[src/rtl/sdc_dma_split.sv]
// sdc_dma_split: splits upstream 32-bit INCR bursts (up to 256 beats) into
// sub-bursts that never cross a blk-byte cache-block boundary. Read and write
// paths are independent; each carries one upstream burst and one downstream
// sub-burst at a time. Data channels are combinational pass-through.
module sdc_dma_split #(
  parameter int blk = 64
) (
  input  logic        clk,
  input  logic        rst,
  // upstream write
  input  logic [31:0] s_axi_awaddr,
  input  logic [7:0]  s_axi_awlen,
  input  logic        s_axi_awvalid,
  output logic        s_axi_awready,
  input  logic [31:0] s_axi_wdata,
  input  logic [3:0]  s_axi_wstrb,
  input  logic        s_axi_wlast,
  input  logic        s_axi_wvalid,
  output logic        s_axi_wready,
  output logic [1:0]  s_axi_bresp,
  output logic        s_axi_bvalid,
  input  logic        s_axi_bready,
  // upstream read
  input  logic [31:0] s_axi_araddr,
  input  logic [7:0]  s_axi_arlen,
  input  logic        s_axi_arvalid,
  output logic        s_axi_arready,
  output logic [31:0] s_axi_rdata,
  output logic [1:0]  s_axi_rresp,
  output logic        s_axi_rlast,
  output logic        s_axi_rvalid,
  input  logic        s_axi_rready,
  // downstream write
  output logic [31:0] m_axi_awaddr,
  output logic [7:0]  m_axi_awlen,
  output logic [2:0]  m_axi_awsize,
  output logic [1:0]  m_axi_awburst,
  output logic        m_axi_awvalid,
  input  logic        m_axi_awready,
  output logic [31:0] m_axi_wdata,
  output logic [3:0]  m_axi_wstrb,
  output logic        m_axi_wlast,
  output logic        m_axi_wvalid,
  input  logic        m_axi_wready,
  input  logic [1:0]  m_axi_bresp,
  input  logic        m_axi_bvalid,
  output logic        m_axi_bready,
  // downstream read
  output logic [31:0] m_axi_araddr,
  output logic [7:0]  m_axi_arlen,
  output logic [2:0]  m_axi_arsize,
  output logic [1:0]  m_axi_arburst,
  output logic        m_axi_arvalid,
  input  logic        m_axi_arready,
  input  logic [31:0] m_axi_rdata,
  input  logic [1:0]  m_axi_rresp,
  input  logic        m_axi_rlast,
  input  logic        m_axi_rvalid,
  output logic        m_axi_rready
);

  localparam int BPB = blk / 4;
  localparam int LB  = $clog2(blk);
  localparam int OW  = LB - 2;

  typedef enum logic [1:0] {R_IDLE, R_AR, R_DATA} rd_st_t;
  typedef enum logic [2:0] {W_IDLE, W_AW, W_DATA, W_RESP, W_BOUT} wr_st_t;

  // beats to the next block boundary, clipped to what is left of the burst
  function automatic logic [8:0] sub_beats(input logic [OW-1:0] off, input logic [8:0] rem);
    logic [8:0] room;
    room = 9'(BPB) - 9'(off);
    return (rem < room) ? rem : room;
  endfunction

  // upstream wlast carries no information: sub-burst ends come from cnt
  logic unused_wlast;
  assign unused_wlast = s_axi_wlast;

  assign m_axi_arsize  = 3'd2;
  assign m_axi_arburst = 2'd1;
  assign m_axi_awsize  = 3'd2;
  assign m_axi_awburst = 2'd1;

  // ---------------- read path ----------------
  rd_st_t      r_state, r_next;
  logic [31:0] r_addr;
  logic [8:0]  r_rem, r_beats;
  logic        r_last_hs, r_fin;

  assign r_beats     = sub_beats(r_addr[LB-1:2], r_rem);
  assign r_fin       = (r_rem == r_beats);
  assign r_last_hs   = (r_state == R_DATA) & m_axi_rvalid & s_axi_rready & m_axi_rlast;
  assign m_axi_araddr = r_addr;
  assign m_axi_arlen  = 8'(r_beats - 9'd1);
  assign s_axi_rdata  = m_axi_rdata;
  assign s_axi_rresp  = m_axi_rresp;

  // read state register
  always_ff @(posedge clk or posedge rst)
    if (rst) r_state <= R_IDLE;
    else     r_state <= r_next;

  // read next-state
  always_comb begin
    r_next = r_state;
    unique case (r_state)
      R_IDLE:  if (s_axi_arvalid) r_next = R_AR;
      R_AR:    if (m_axi_arready) r_next = R_DATA;
      R_DATA:  if (r_last_hs)     r_next = r_fin ? R_IDLE : R_AR;
      default: r_next = R_IDLE;
    endcase
  end

  // read outputs: R channel only connected while a sub-burst is open
  always_comb begin
    s_axi_arready = (r_state == R_IDLE);
    m_axi_arvalid = (r_state == R_AR);
    s_axi_rvalid  = (r_state == R_DATA) & m_axi_rvalid;
    m_axi_rready  = (r_state == R_DATA) & s_axi_rready;
    s_axi_rlast   = (r_state == R_DATA) & m_axi_rlast & r_fin;
  end

  // read address/remaining bookkeeping, advanced at each sub-burst end
  always_ff @(posedge clk or posedge rst)
    if (rst) begin
      r_addr <= '0;
      r_rem  <= '0;
    end else if (r_state == R_IDLE && s_axi_arvalid) begin
      r_addr <= s_axi_araddr;
      r_rem  <= 9'(s_axi_arlen) + 9'd1;
    end else if (r_last_hs) begin
      r_addr <= r_addr + {21'd0, r_beats, 2'b00};
      r_rem  <= r_rem - r_beats;
    end

  // ---------------- write path ----------------
  wr_st_t      w_state, w_next;
  logic [31:0] w_addr;
  logic [8:0]  w_rem, w_cnt, w_beats;
  logic [1:0]  w_err;
  logic        w_beat_hs, w_b_hs;

  assign w_beats      = sub_beats(w_addr[LB-1:2], w_rem);
  assign w_beat_hs    = (w_state == W_DATA) & s_axi_wvalid & m_axi_wready;
  assign w_b_hs       = (w_state == W_RESP) & m_axi_bvalid;
  assign m_axi_awaddr = w_addr;
  assign m_axi_awlen  = 8'(w_beats - 9'd1);
  assign m_axi_wdata  = s_axi_wdata;
  assign m_axi_wstrb  = s_axi_wstrb;
  assign s_axi_bresp  = w_err;

  // write state register
  always_ff @(posedge clk or posedge rst)
    if (rst) w_state <= W_IDLE;
    else     w_state <= w_next;

  // write next-state
  always_comb begin
    w_next = w_state;
    unique case (w_state)
      W_IDLE:  if (s_axi_awvalid) w_next = W_AW;
      W_AW:    if (m_axi_awready) w_next = W_DATA;
      W_DATA:  if (w_beat_hs && w_cnt == 9'd1) w_next = W_RESP;
      W_RESP:  if (m_axi_bvalid) w_next = (w_rem == 9'd0) ? W_BOUT : W_AW;
      W_BOUT:  if (s_axi_bready) w_next = W_IDLE;
      default: w_next = W_IDLE;
    endcase
  end

  // write outputs: W gated to DATA so beats never run ahead of their AW
  always_comb begin
    s_axi_awready = (w_state == W_IDLE);
    m_axi_awvalid = (w_state == W_AW);
    m_axi_wvalid  = (w_state == W_DATA) & s_axi_wvalid;
    s_axi_wready  = (w_state == W_DATA) & m_axi_wready;
    m_axi_wlast   = (w_state == W_DATA) & (w_cnt == 9'd1);
    m_axi_bready  = (w_state == W_RESP);
    s_axi_bvalid  = (w_state == W_BOUT);
  end

  // write bookkeeping: beat counter, address/remaining, worst response seen
  always_ff @(posedge clk or posedge rst)
    if (rst) begin
      w_addr <= '0;
      w_rem  <= '0;
      w_cnt  <= '0;
      w_err  <= '0;
    end else begin
      if (w_state == W_IDLE && s_axi_awvalid) begin
        w_addr <= s_axi_awaddr;
        w_rem  <= 9'(s_axi_awlen) + 9'd1;
        w_err  <= '0;
      end
      if (w_state == W_AW && m_axi_awready) w_cnt <= w_beats;
      if (w_beat_hs) begin
        w_cnt <= w_cnt - 9'd1;
        if (w_cnt == 9'd1) begin
          w_addr <= w_addr + {21'd0, w_beats, 2'b00};
          w_rem  <= w_rem - w_beats;
        end
      end
      if (w_b_hs && m_axi_bresp > w_err) w_err <= m_axi_bresp;
    end

endmodule

[config.mk]
export PLATFORM = sky130hd
export DESIGN_NAME = sdc_dma_split
export DESIGN_NICKNAME = d
export VERILOG_FILES = /design/src/rtl/sdc_dma_split.sv
export SDC_FILE = /design/constraint.sdc
export NUM_CORES = 1
export LEC_CHECK = 0
export BUFFER_PORTS_ARGS = -buffer_cell sky130_fd_sc_hd__buf_4
export CAP_MARGIN = 20
export CORE_MARGIN = 3
export CORE_UTILIZATION = 25
export CTS_CLUSTER_DIAMETER = 100
export DETAILED_ROUTE_END_ITERATION = 16
export GPL_ROUTABILITY_DRIVEN = 0
export SLEW_MARGIN = 20
export SYNTH_ARGS = -nofsm -noshare
export SYNTH_HDL_FRONTEND = slang
export SYNTH_SLANG_ARGS = --single-unit
[constraint.sdc]
create_clock -name clk -period 4.5 [get_ports clk]
set_input_delay 0.225 -clock clk [delete_from_list [all_inputs] [get_ports clk]]
set_output_delay 0.225 -clock clk [all_outputs]
set_load 0.02 [all_outputs]
==> results of run 1 <==
[registers in the layout, indices dropped and copies added, names as in the netlist]
name and flops:
m_axi_araddr 32, m_axi_awaddr 32, r_rem 9, w_cnt 9
w_rem 9, w_state 3, r_state 2, s_axi_bresp 2
[layout make-up]
class	count	area, sq um
flip-flops and latches	98	2450
inverters	43	164
clock inverters	6	138
well taps	390	488
fillers	3211	20400
multi-input cells	694	4600
repair buffers	229	1740
clock buffers	10	239
[cells in the final DEF (no fill, tap or decap), types with 4 or more instances in the layout]
cell	instances
a211oi_1	11
a21o_1	15
a21oi_1	54
a311oi_1	7
a31oi_1	11
and2_1	12
and3_1	21
buf_4	225
bufinv_16	4
clkbuf_16	9
conb_1	18
dfrtp_1	97
fa_1	4
ha_1	43
inv_1	42
mux2_2	4
mux2i_1	7
nand2_1	102
nand2b_1	6
nand3_1	23
nand4_1	12
nor2_1	76
nor2b_1	9
nor3_1	24
nor3b_1	4
nor4_1	6
o211ai_1	11
o21a_1	12
o21ai_0	38
o21ai_1	19
o22ai_1	11
xnor2_1	42
xor2_1	16
[metal layers]
layer,vias to the layer above,share of wire
met2,236,0.47
li1,3485,-
met3,25,0.070
met4,0,0.011
met1,3340,0.45
met5,-,0
[kinds of logic after synthesis]
| kind of cell | synth area share |
|---|---|
| AO/OA/AOI/OAI | 0.181 |
| XOR/XNOR | 0.0675 |
| adder cells (fa/ha/maj) | 0.0839 |
| buffers and inverters | 0.118 |
| flip-flops | 0.315 |
| multiplexers | 0.0186 |
| other | 0.000964 |
| AND/OR/NAND/NOR | 0.215 |
[timing repair]
| item | in CTS | in global routing |
|---|---|---|
| gates resized for setup | 0 | 24 |
| endpoints found under the setup margin | 0 | 37 |
| buffers inserted | 0 | 5 |
[worst max path at each step]
stage,depth (start not counted),startpoint,slack (ps),endpoint
after global placement,21,m_axi_araddr[2],110,m_axi_araddr[28]
after detailed placement,21,m_axi_araddr[2],50,m_axi_araddr[28]
after CTS,21,m_axi_araddr[2],2,m_axi_araddr[28]
after floorplan,22,m_axi_awaddr[3],6,m_axi_awaddr[24]
final,21,m_axi_awaddr[2],280,m_axi_awaddr[29]
after global routing,21,m_axi_awaddr[2],-10,m_axi_awaddr[29]
[power groups by stage]
stage / Combinational [uW] / Sequential [uW] / Clock (uW)
floorplan: 3160 / 2040 / 0
CTS: 5110 / 1810 / 1040
finish: 5230 / 1820 / 1000
global route: 5830 / 1900 / 1070
global placement: 5000 / 1810 / 0
detailed placement: 5080 / 1820 / 0
[cell usage after synthesis (3+ instances only)]
master	instances
or2_1	3
o221a_2	3
and2_1	12
nand3_1	23
o21ai_1	17
clkbuf_1	23
and3_1	21
inv_1	43
xor2_1	16
nand2_1	103
o211ai_1	11
a31oi_1	11
a211oi_1	12
buf_2	8
mux2_2	4
nor3_1	24
o22ai_1	11
fa_1	4
ha_1	45
a21o_1	15
nor2_1	76
nand4_1	12
a311oi_1	7
xnor2_1	44
nor3b_1	5
mux2i_1	10
o21ai_0	41
nand2b_1	6
dfrtp_1	98
nor2b_1	10
nor4_1	6
a21oi_1	55
and4_1	3
buf_4	82
nor4b_1	3
o21a_1	12
or3_1	3
[worst max-delay path, delay by kind of cell (launching register included)]
kind	cells	cell delay [ps]
AOI/OAI and AO/OA	9	1570
muxes	1	210
buffers and inverters	5	500
xor gates and xnor gates	1	120
DFF	1	400
and+or+nand+nor	1	210
adders and majority gates	4	1080
[metrics by stage]
stage | instance area, sq um | hold slack [ps] | setup TNS (ps)
2_1_floorplan | 7880 | 330 | 0
3_3_place_gp | 9290 | 418 | 0
3_5_place_dp | 9290 | 422 | 0
4_1_cts | 9670 | 34.7 | 0
5_1_grt | 9820 | 53.2 | -12.3
6_report | 9820 | 3.69 | 0
==> out/metrics.csv, run 1 <==
stage,metric,value,unit
synth,Async SR Flop Fraction,1.00,
cells_and_area,fraction of layout cells with a size suffix above 1,0.266,
detailed_routing,drt total wl,22.9,mm
synth,post-synth top area share,0.315,
sta,Tcrit/Tclk final,0.938,
power,Psw,3750,uW
cells_and_area,# nets final,1290,
power,combinational cell fraction of total power,0.650,
placed_design,Port Buffers,188,
power,Max VDD drop,0.651,mV
global_routing,met1 Usage GRT,0.172,
global_routing,busiest grt layer,met2,
placed_design,pre-CTS setup slack,48.5,ps
sta,slew margin rel.,0.487,
global_routing,met2 Use GR,0.226,
detailed_routing,Pre-antenna DRT Iters,5,
clocking,H-tree Lvls,3,
clocking,hold-fix buffers at CTS,0,
detailed_routing,DRC,0,
clocking,Max clock buf depth,2,
die,Ports,340,
synth,"top cells by area, synth","dfrtp_1 31%, buf_4 7.9%, ha_1 7.2%",
critical_path,CP max-delay cell,dfrtp_2,
synth,Syn Inst Count,935,
detailed_routing,Vias,7086,
sta,fin crit period,4220,ps
sta,clock skew,8.59,ps
global_routing,vias in the first global route,7044,
power,Sw Share,0.466,
die,core area,30200,sq um
critical_path,crit end category,flop,
sta,pins over their slew limit,0,
die,DIE HEIGHT,183,microns
power,Cell Pwr Density,820,nW/um^2
die,chip width,183,microns
critical_path,WP data required,4730,ps
synth,sequential share of the synthesized area,0.315,
synth,Mean Syn Cell Area,8.33,sq um
die,Initial Util,0.258,
critical_path,worst path cell trace,inv_1 > ha_2 > xnor2_2 > inv_1 > ha_1 > a21oi_1 > o21ai_1 > maj3_2 > a21oi_4 > buf_6 > mux2i_4 > inv_1 > ha_1 > a21o_1 > a21o_1 > a211oi_2 > o32ai_2 > buf_4 > and2_1 > a311oi_1 > a211oi_1,
die,die area,33300,sq um
global_routing,first-pass GRT wire length,36.4,mm
detailed_routing,DRT iter0 DRCs,337,
global_routing,antenna violations before repair,0,
global_routing,Congestion Overflow GR,0,
sta,Slew @ Worst Pin,770,ps
die,row count,63,
flow_run,Max-Cap Viols,0,
cells_and_area,Final Util,0.325,
synth,"Cell Area, Synth",7790,sq um
clocking,Root Driver,clkbuf_16,
critical_path,worst flop-to-flop path startpoint,m_axi_awaddr[2],
detailed_routing,"antenna viol nets, final",0,
power,total power,8060,uW
sta,Final Hold Fails,0,
synth,synthesized flop and latch total,98,
clocking,TritonCTS clock tree,built,
critical_path,Setup CP Type,reg2reg,
critical_path,worst-path maximum fanout,6,
synth,Post-synth EDFFs,0,
min_path,HP Class,in2async,
detailed_routing,routed len/inst,15.6,microns
critical_path,reg2reg path depth,21,
global_routing,largest net degree at the start of global routing,57,
detailed_routing,vias per cell,4.82,
placed_design,Inst Count DP,1447,
critical_path,"most used cell, CP",inv_1,
synth,number of library cell types mapped by synthesis,77,
critical_path,r2r endpoint,m_axi_awaddr[29],
global_routing,Overall Global Routing Usage,0.133,
sta,Final WS setup,281,ps
clocking,total CTS buffers,9,
clocking,clock-pin slew on the worst setup and hold paths,80,ps
placed_design,dpl hpwl,17.3,mm
outcome,outcome,completed,
cells_and_area,antenna cell count,0,
clocking,worst-skew pair later-pin latency,350,ps
synth,commonest register cell after synthesis,dfrtp_1,
critical_path,CP peak stage delay,400,ps
power,clock power share,0.124,
critical_path,Startpoint Class,flop,
synth,Synth area leader,dfrtp_1,
clocking,clock sink count,98,
cells_and_area,Non-Filler Instances,1470,
power,Pleak,0.00442,uW
power,Reg power frac,0.226,
power,internal power,4300,uW
critical_path,Worst EP arrival,4450,ps
cells_and_area,P&R area growth vs syn,26.1,%
sta,final setup fails,0,
critical_path,"reg-to-reg slack, setup",280,ps
global_routing,met3 Use GR,0.0305,
synth,Synth Warn #,0,
sta,Achievable Freq,237,MHz
No activity file was read; power rests on OpenSTA's default activity.
==> run 2, diff against run 1 <==
--- a/config.mk
+++ b/config.mk
@@ -5,12 +5,12 @@
 export SDC_FILE = /design/constraint.sdc
 export NUM_CORES = 1
 export LEC_CHECK = 0
-export BUFFER_PORTS_ARGS = -buffer_cell sky130_fd_sc_hd__buf_4
 export CAP_MARGIN = 20
 export CORE_MARGIN = 3
 export CORE_UTILIZATION = 25
 export CTS_CLUSTER_DIAMETER = 100
 export DETAILED_ROUTE_END_ITERATION = 16
+export DONT_BUFFER_PORTS = 1
 export GPL_ROUTABILITY_DRIVEN = 0
 export SLEW_MARGIN = 20
 export SYNTH_ARGS = -nofsm -noshare
==> run 2 against run 1 <==
Compared with the run above:
- combinational power decreased by 20%
- register-to-register slack got worse by 40 ps
- first-iteration DRC count decreased by 12%
- clock skew increased by 1.5 ps
- design area decreased by 12%
- non-clock buffer count decreased by 156
- fmax decreased by 0.91%
- critical path depth unchanged
- cell count decreased by 11%
- sequential share of layout area increased by 3.2 points
==> out/metrics.csv, run 2 (same netlist as run 1, synthesis figures left out) <==
stage,metric,value,unit
outcome,outcome,completed,
sta,unrepaired setup endpoints after global routing,false,
critical_path,CP peak stage delay,410,ps
global_routing,busiest grt layer,met2,
clocking,TritonCTS clock tree,built,
sta,final hold slack,30.5,ps
clocking,worst-skew pair later-pin latency,360,ps
detailed_routing,drt total wl,22.0,mm
sta,Achievable Freq,235,MHz
clocking,clock sink count,98,
cells_and_area,Final Util,0.288,
placed_design,Port Buffers,0,
global_routing,antenna violations before repair,0,
die,chip width,183,microns
cells_and_area,P&R area growth vs syn,11.6,%
global_routing,met3 Use GR,0.0538,
sta,Slew @ Worst Pin,879,ps
die,core area,30200,sq um
global_routing,met1 Usage GRT,0.156,
critical_path,Worst EP arrival,4500,ps
placed_design,Inst Count DP,1263,
sta,clock skew,10.1,ps
cells_and_area,fraction of layout cells with a size suffix above 1,0.117,
critical_path,worst path cell trace,inv_2 > ha_4 > xnor2_2 > inv_1 > ha_1 > a21oi_1 > o21ai_1 > maj3_2 > a21oi_4 > buf_6 > mux2i_4 > inv_1 > ha_1 > a21o_1 > a21o_1 > a211oi_2 > o32ai_2 > buf_4 > and2_2 > a311oi_1 > a211oi_1,
detailed_routing,routed len/inst,16.7,microns
critical_path,CP max-delay cell,dfrtp_2,
critical_path,worst-path maximum fanout,6,
placed_design,dpl cell area,7930,sq um
global_routing,vias in the first global route,6550,
sta,pins over their slew limit,0,
critical_path,Crit path max-delay family,compound AO/OA/AOI/OAI gates,
detailed_routing,DRC,0,
detailed_routing,DRT iter0 DRCs,295,
power,Max VDD drop,0.548,mV
clocking,Max clock buf depth,2,
die,die area,33300,sq um
global_routing,Congestion Overflow GR,0,
detailed_routing,"antenna viol nets, final",0,
global_routing,Overall Global Routing Usage,0.129,
sta,final setup fails,0,
cells_and_area,antenna cell count,0,
detailed_routing,Vias,6530,
clocking,Root Driver,clkbuf_16,
die,Initial Util,0.258,
global_routing,first-pass GRT wire length,35.0,mm
die,row count,63,
cells_and_area,most frequent cells in the layout,"102 x nand2_1, 97 x dfrtp_1, 75 x nor2_1",
sta,Final Hold Fails,0,
sta,Tcrit/Tclk final,0.946,
detailed_routing,Pre-antenna DRT Iters,4,
clocking,H-tree Lvls,3,
critical_path,Setup CP Type,reg2reg,
cells_and_area,# nets final,1134,
global_routing,largest net degree at the start of global routing,63,
detailed_routing,vias per cell,4.97,
cells_and_area,area of the multi-input gates,4640,sq um
cells_and_area,register area,2450,sq um
die,Ports,340,
flow_run,Max-Cap Viols,0,
sta,fin crit period,4260,ps
cells_and_area,Fill cells,3236,
sta,setup TNS,0,ps
cells_and_area,design area,8690,sq um
clocking,clock-pin slew on the worst setup and hold paths,80,ps
critical_path,CP Buf/Inv Count,5,
clocking,total CTS buffers,9,
power,Cell Pwr Density,824,nW/um^2
critical_path,crit end category,flop,
min_path,HP Class,in2reg,
cells_and_area,"commonest non-fill, non-tap cell in the layout",nand2_1,
die,DIE HEIGHT,183,microns
cells_and_area,Non-Filler Instances,1314,
sta,slew margin rel.,0.407,
placed_design,dpl hpwl,16.7,mm
critical_path,WP data required,4740,ps
global_routing,met2 Use GR,0.215,
power,Pleak,0.00361,uW
critical_path,Startpoint Class,flop,
-- run 2: final cells by class --
cell class	instances	share of cell area
flip-flops and latches	98	0.282
clock inverters	5	0.00720
multi-input cells	694	0.533
inverters	43	0.0189
repair buffers	73	0.0754
well taps	390	0.0561
clock buffers	11	0.0268
-- run 2: power breakdown --
| group | internal (uW) | switching, uW | leakage (uW) |
|---|---|---|---|
| Combinational | 1810 | 2360 | 0.00231 |
| Clock | 435 | 367 | 0.000136 |
| Sequential | 1290 | 896 | 0.00116 |
| Total | 3540 | 3620 | 0.00361 |
-- run 2: worst paths after layout --
kind	startpoint	end	slack [ps]	depth (start not counted)
min in group asynchronous	rst	w_cnt[7]	500	2
max	m_axi_awaddr[2]	m_axi_awaddr[29]	240	21
max reg2reg	m_axi_awaddr[2]	m_axi_awaddr[29]	240	21
min reg2reg	w_cnt[8]	w_cnt[8]	470	1
min	s_axi_araddr[19]	m_axi_araddr[19]	30	2
max in group asynchronous	rst	m_axi_araddr[26]	2990	3
-- run 2: per-stage QoR --
step / worst slack [ps] / power, uW
2_1_floorplan: 6.09 / 5200
3_3_place_gp: 92.6 / 6080
3_5_place_dp: 37.2 / 6190
4_1_cts: 48.6 / 7060
5_1_grt: 17.2 / 7840
6_report: 242 / 7160
-- run 2: timing repair --
item,4_1_cts,5_1_grt
endpoints found under the hold margin,90,0
resized for setup,0,32
setup buffers,0,3
endpoints found under the setup margin,0,30
hold buffers,30,0
-- run 2: worst reg2reg max path, stage by stage (launching register included) --
cell	delay, ps
dfrtp_2	410
inv_2	80
ha_4	140
xnor2_2	110
inv_1	60
ha_1	280
a21oi_1	140
o21ai_1	90
maj3_2	330
a21oi_4	280
buf_6	160
mux2i_4	210
inv_1	60
ha_1	270
a21o_1	170
a21o_1	200
a211oi_2	240
o32ai_2	150
buf_4	190
and2_2	240
a311oi_1	280
a211oi_1	80
-- run 2: layer usage --
| layer | up-vias | share of wire |
|---|---|---|
| met5 | - | 0 |
| met4 | 0 | 0.0095 |
| met3 | 20 | 0.099 |
| met2 | 203 | 0.48 |
| met1 | 3132 | 0.42 |
| li1 | 3175 | - |
==> run 3, diff against run 2 <==
--- a/config.mk
+++ b/config.mk
@@ -5,6 +5,7 @@
 export SDC_FILE = /design/constraint.sdc
 export NUM_CORES = 1
 export LEC_CHECK = 0
+export ABC_AREA = 1
 export CAP_MARGIN = 20
 export CORE_MARGIN = 3
 export CORE_UTILIZATION = 25
==> run 3 against run 2 <==
Compared with the run above:
- clock skew fell by 1.9 ps
- largest cell class unchanged
- highest routed layer unchanged
- first-iteration DRC count is 89% higher
- routed wire length grew 32%
- setup slack better by 190 ps
==> out/metrics.csv, run 3 <==
stage,metric,value,unit
detailed_routing,vias per cell,4.84,
synth,Synth Area in XOR/XNOR,0.0343,
sta,final setup fails,0,
clocking,clock-pin slew on the worst setup and hold paths,80,ps
critical_path,worst flop-to-flop path startpoint,m_axi_araddr[3],
cells_and_area,antenna cell count,0,
placed_design,dpl hpwl,22.4,mm
power,Max VDD drop,0.452,mV
synth,mux contribution to synthesized area,0,
outcome,outcome,completed,
global_routing,vias in the first global route,8386,
sta,unrepaired setup endpoints after global routing,false,
synth,number of library cell types mapped by synthesis,50,
clocking,Root Driver,clkbuf_16,
clocking,Max clock buf depth,2,
critical_path,r2r endpoint,m_axi_araddr[22],
min_path,worst hold start,s_axi_araddr[6],
synth,Compound-Gate Fraction of Synth Area,0.128,
global_routing,largest net degree at the start of global routing,61,
sta,pins over their slew limit,0,
synth,Synth area leader,dfrtp_1,
sta,slew margin rel.,0.310,
sta,Achievable Freq,246,MHz
clocking,total CTS buffers,9,
die,Ports,340,
die,row count,68,
synth,Mean Syn Cell Area,6.51,sq um
critical_path,CP Buf/Inv Count,4,
global_routing,Overall Global Routing Usage,0.149,
synth,Syn Inst Count,1374,
global_routing,first-pass GRT wire length,45.8,mm
sta,fin crit period,4070,ps
sta,Tcrit/Tclk final,0.905,
min_path,WHS Endpoint,m_axi_araddr[6],
synth,synthesized flop and latch total,98,
detailed_routing,Pre-antenna DRT Iters,5,
critical_path,CP peak stage delay,380,ps
clocking,worst-skew pair later-pin latency,360,ps
min_path,HP Class,in2reg,
critical_path,WP data required,4760,ps
critical_path,Worst EP arrival,4330,ps
critical_path,worst-path maximum fanout,10,
critical_path,crit end category,flop,
sta,Final Hold Fails,0,
detailed_routing,"antenna viol nets, final",0,
synth,"top cells by area, synth","dfrtp_1 27%, nand2_1 18%, inv_1 6.9%",
synth,commonest register cell after synthesis,dfrtp_1,
critical_path,reg2reg path depth,25,
min_path,hold depth,2,
sta,Slew @ Worst Pin,1030,ps
synth,Post-synth EDFFs,0,
power,total power,7880,uW
critical_path,"reg-to-reg slack, setup",430,ps
die,DIE HEIGHT,195,microns
cells_and_area,fraction of layout cells with a size suffix above 1,0.0527,
sta,setup TNS,0,ps
die,Initial Util,0.256,
cells_and_area,Final Util,0.271,
power,Pleak,0.00465,uW
critical_path,CP max-delay cell,dfrtp_1,
die,chip width,195,microns
cells_and_area,most frequent cells in the layout,"430 x nand2_1, 164 x inv_1, 98 x dfrtp_1",
die,core area,34900,sq um
clocking,TritonCTS clock tree,built,
critical_path,Setup CP Type,reg2reg,
synth,"Cell Area, Synth",8940,sq um
detailed_routing,drt total wl,28.9,mm
synth,post-synthesis adder-cell area fraction,0.0719,
sta,final hold slack,34.7,ps
power,Cell Pwr Density,835,nW/um^2
critical_path,Startpoint Class,flop,
placed_design,Port Buffers,0,
clocking,H-tree Lvls,3,
cells_and_area,Fill cells,3889,
cells_and_area,P&R area growth vs syn,5.58,%
synth,fraction of the mapped netlist area in simple logic gates,0.338,
clocking,clock sink count,98,
detailed_routing,DRC,0,
synth,commonest cells in the netlist,"431 x nand2_1, 165 x inv_1, 98 x dfrtp_1",
synth,Async SR Flop Fraction,1.00,
synth,post-synth top area share,0.274,
detailed_routing,routed len/inst,16.2,microns
synth,Synth Warn #,0,
synth,largest family of logic cells by synthesized area,simple AND/OR/NAND/NOR gates,
die,die area,38100,sq um
sta,clock skew,8.26,ps
global_routing,Congestion Overflow GR,0,
cells_and_area,# nets final,1538,
critical_path,Crit path max-delay family,simple AND/OR/NAND/NOR gates,
synth,sequential share of the synthesized area,0.274,
global_routing,antenna violations before repair,1,
flow_run,Max-Cap Viols,0,
synth,most common cell in the synthesized netlist,nand2_1,
detailed_routing,Vias,8633,
critical_path,"most used cell, CP",nand2_1,
detailed_routing,DRT iter0 DRCs,557,
cells_and_area,"commonest non-fill, non-tap cell in the layout",nand2_1,
run 3: layer usage:
layer,GRT usage,share of wire
met4,0.0343,0.017
met3,0.0488,0.093
met1,0.183,0.41
met2,0.254,0.48
met5,0,0
run 3: how the worst max path moves through the flow:
stage / end / slack, ps / from / cells past startpoint
2_1_floorplan: m_axi_araddr[22] / 810 / m_axi_araddr[2] / 25
3_3_place_gp: m_axi_awaddr[22] / 460 / m_axi_awaddr[3] / 23
3_5_place_dp: m_axi_awaddr[22] / 380 / m_axi_awaddr[3] / 20
4_1_cts: m_axi_awaddr[22] / 370 / m_axi_awaddr[3] / 20
5_1_grt: m_axi_araddr[24] / 10 / m_axi_araddr[3] / 25
6_report: m_axi_araddr[22] / 430 / m_axi_araddr[3] / 25
run 3: cell type report:
class	count	area (sq um)	share of cell area
Clock buffer	11	243	0.0257
Clock inverter	5	85.1	0.00901
Inverter	170	643	0.0681
Multi-Input combinational cell	1014	5200	0.550
Sequential cell	98	2450	0.260
Tap cell	455	569	0.0603
Timing Repair Buffer	30	255	0.0270
run 3: worst reg2reg max path, cell delays in order, from the launching register on:
cell and delay (ps):
dfrtp_1 380, inv_1 160, ha_1 220, xnor2_1 150, inv_1 80, ha_1 300
a21oi_1 60, o21ai_0 320, nor2_4 80, nand2_4 140, nand2_1 80, o21ai_2 80
ha_1 250, inv_1 70, fa_1 350, inv_1 80, nand2_1 80, o21ai_2 190
nand2_1 110, nand2_1 160, nand2_1 90, nand2_1 170, nand2_1 120, xor2_1 150
nand2_1 50, nand2_1 60
run 3: cells by family (layout without fill, tap and decap cells):
| kind of cell | count (synthesis) | after routing |
|---|---|---|
| DFF | 98 | 98 |
| and+or+nand+nor | 710 | 710 |
| buffers and inverters | 278 | 216 |
| AOI/OAI and AO/OA | 202 | 202 |
| xor gates and xnor gates | 35 | 35 |
| other | 2 | 18 |
| adders and majority gates | 49 | 49 |
run 3: repair_timing:
item | in CTS | in global routing
hold endpoints to repair | 69 | 0
hold buffers | 12 | 0
resized for setup | 0 | 2
endpoints found under the setup margin | 0 | 4
setup buffers | 0 | 0
run 3: report_power, final:
part | switching, uW | internal (uW) | total (uW)
Combinational | 3140 | 1650 | 4790
Clock | 391 | 507 | 898
Sequential | 927 | 1270 | 2200
run 3: stage by stage:
step                      area, sq um  std cells  setup WS [ps]
final                            9440       1783            428
after global routing             9440       1783           11.2
after CTS                        9440       1783            368
after detailed placement         8990       1755            384
after global placement           8990       1755            455
after floorplan                  9000       1390            805
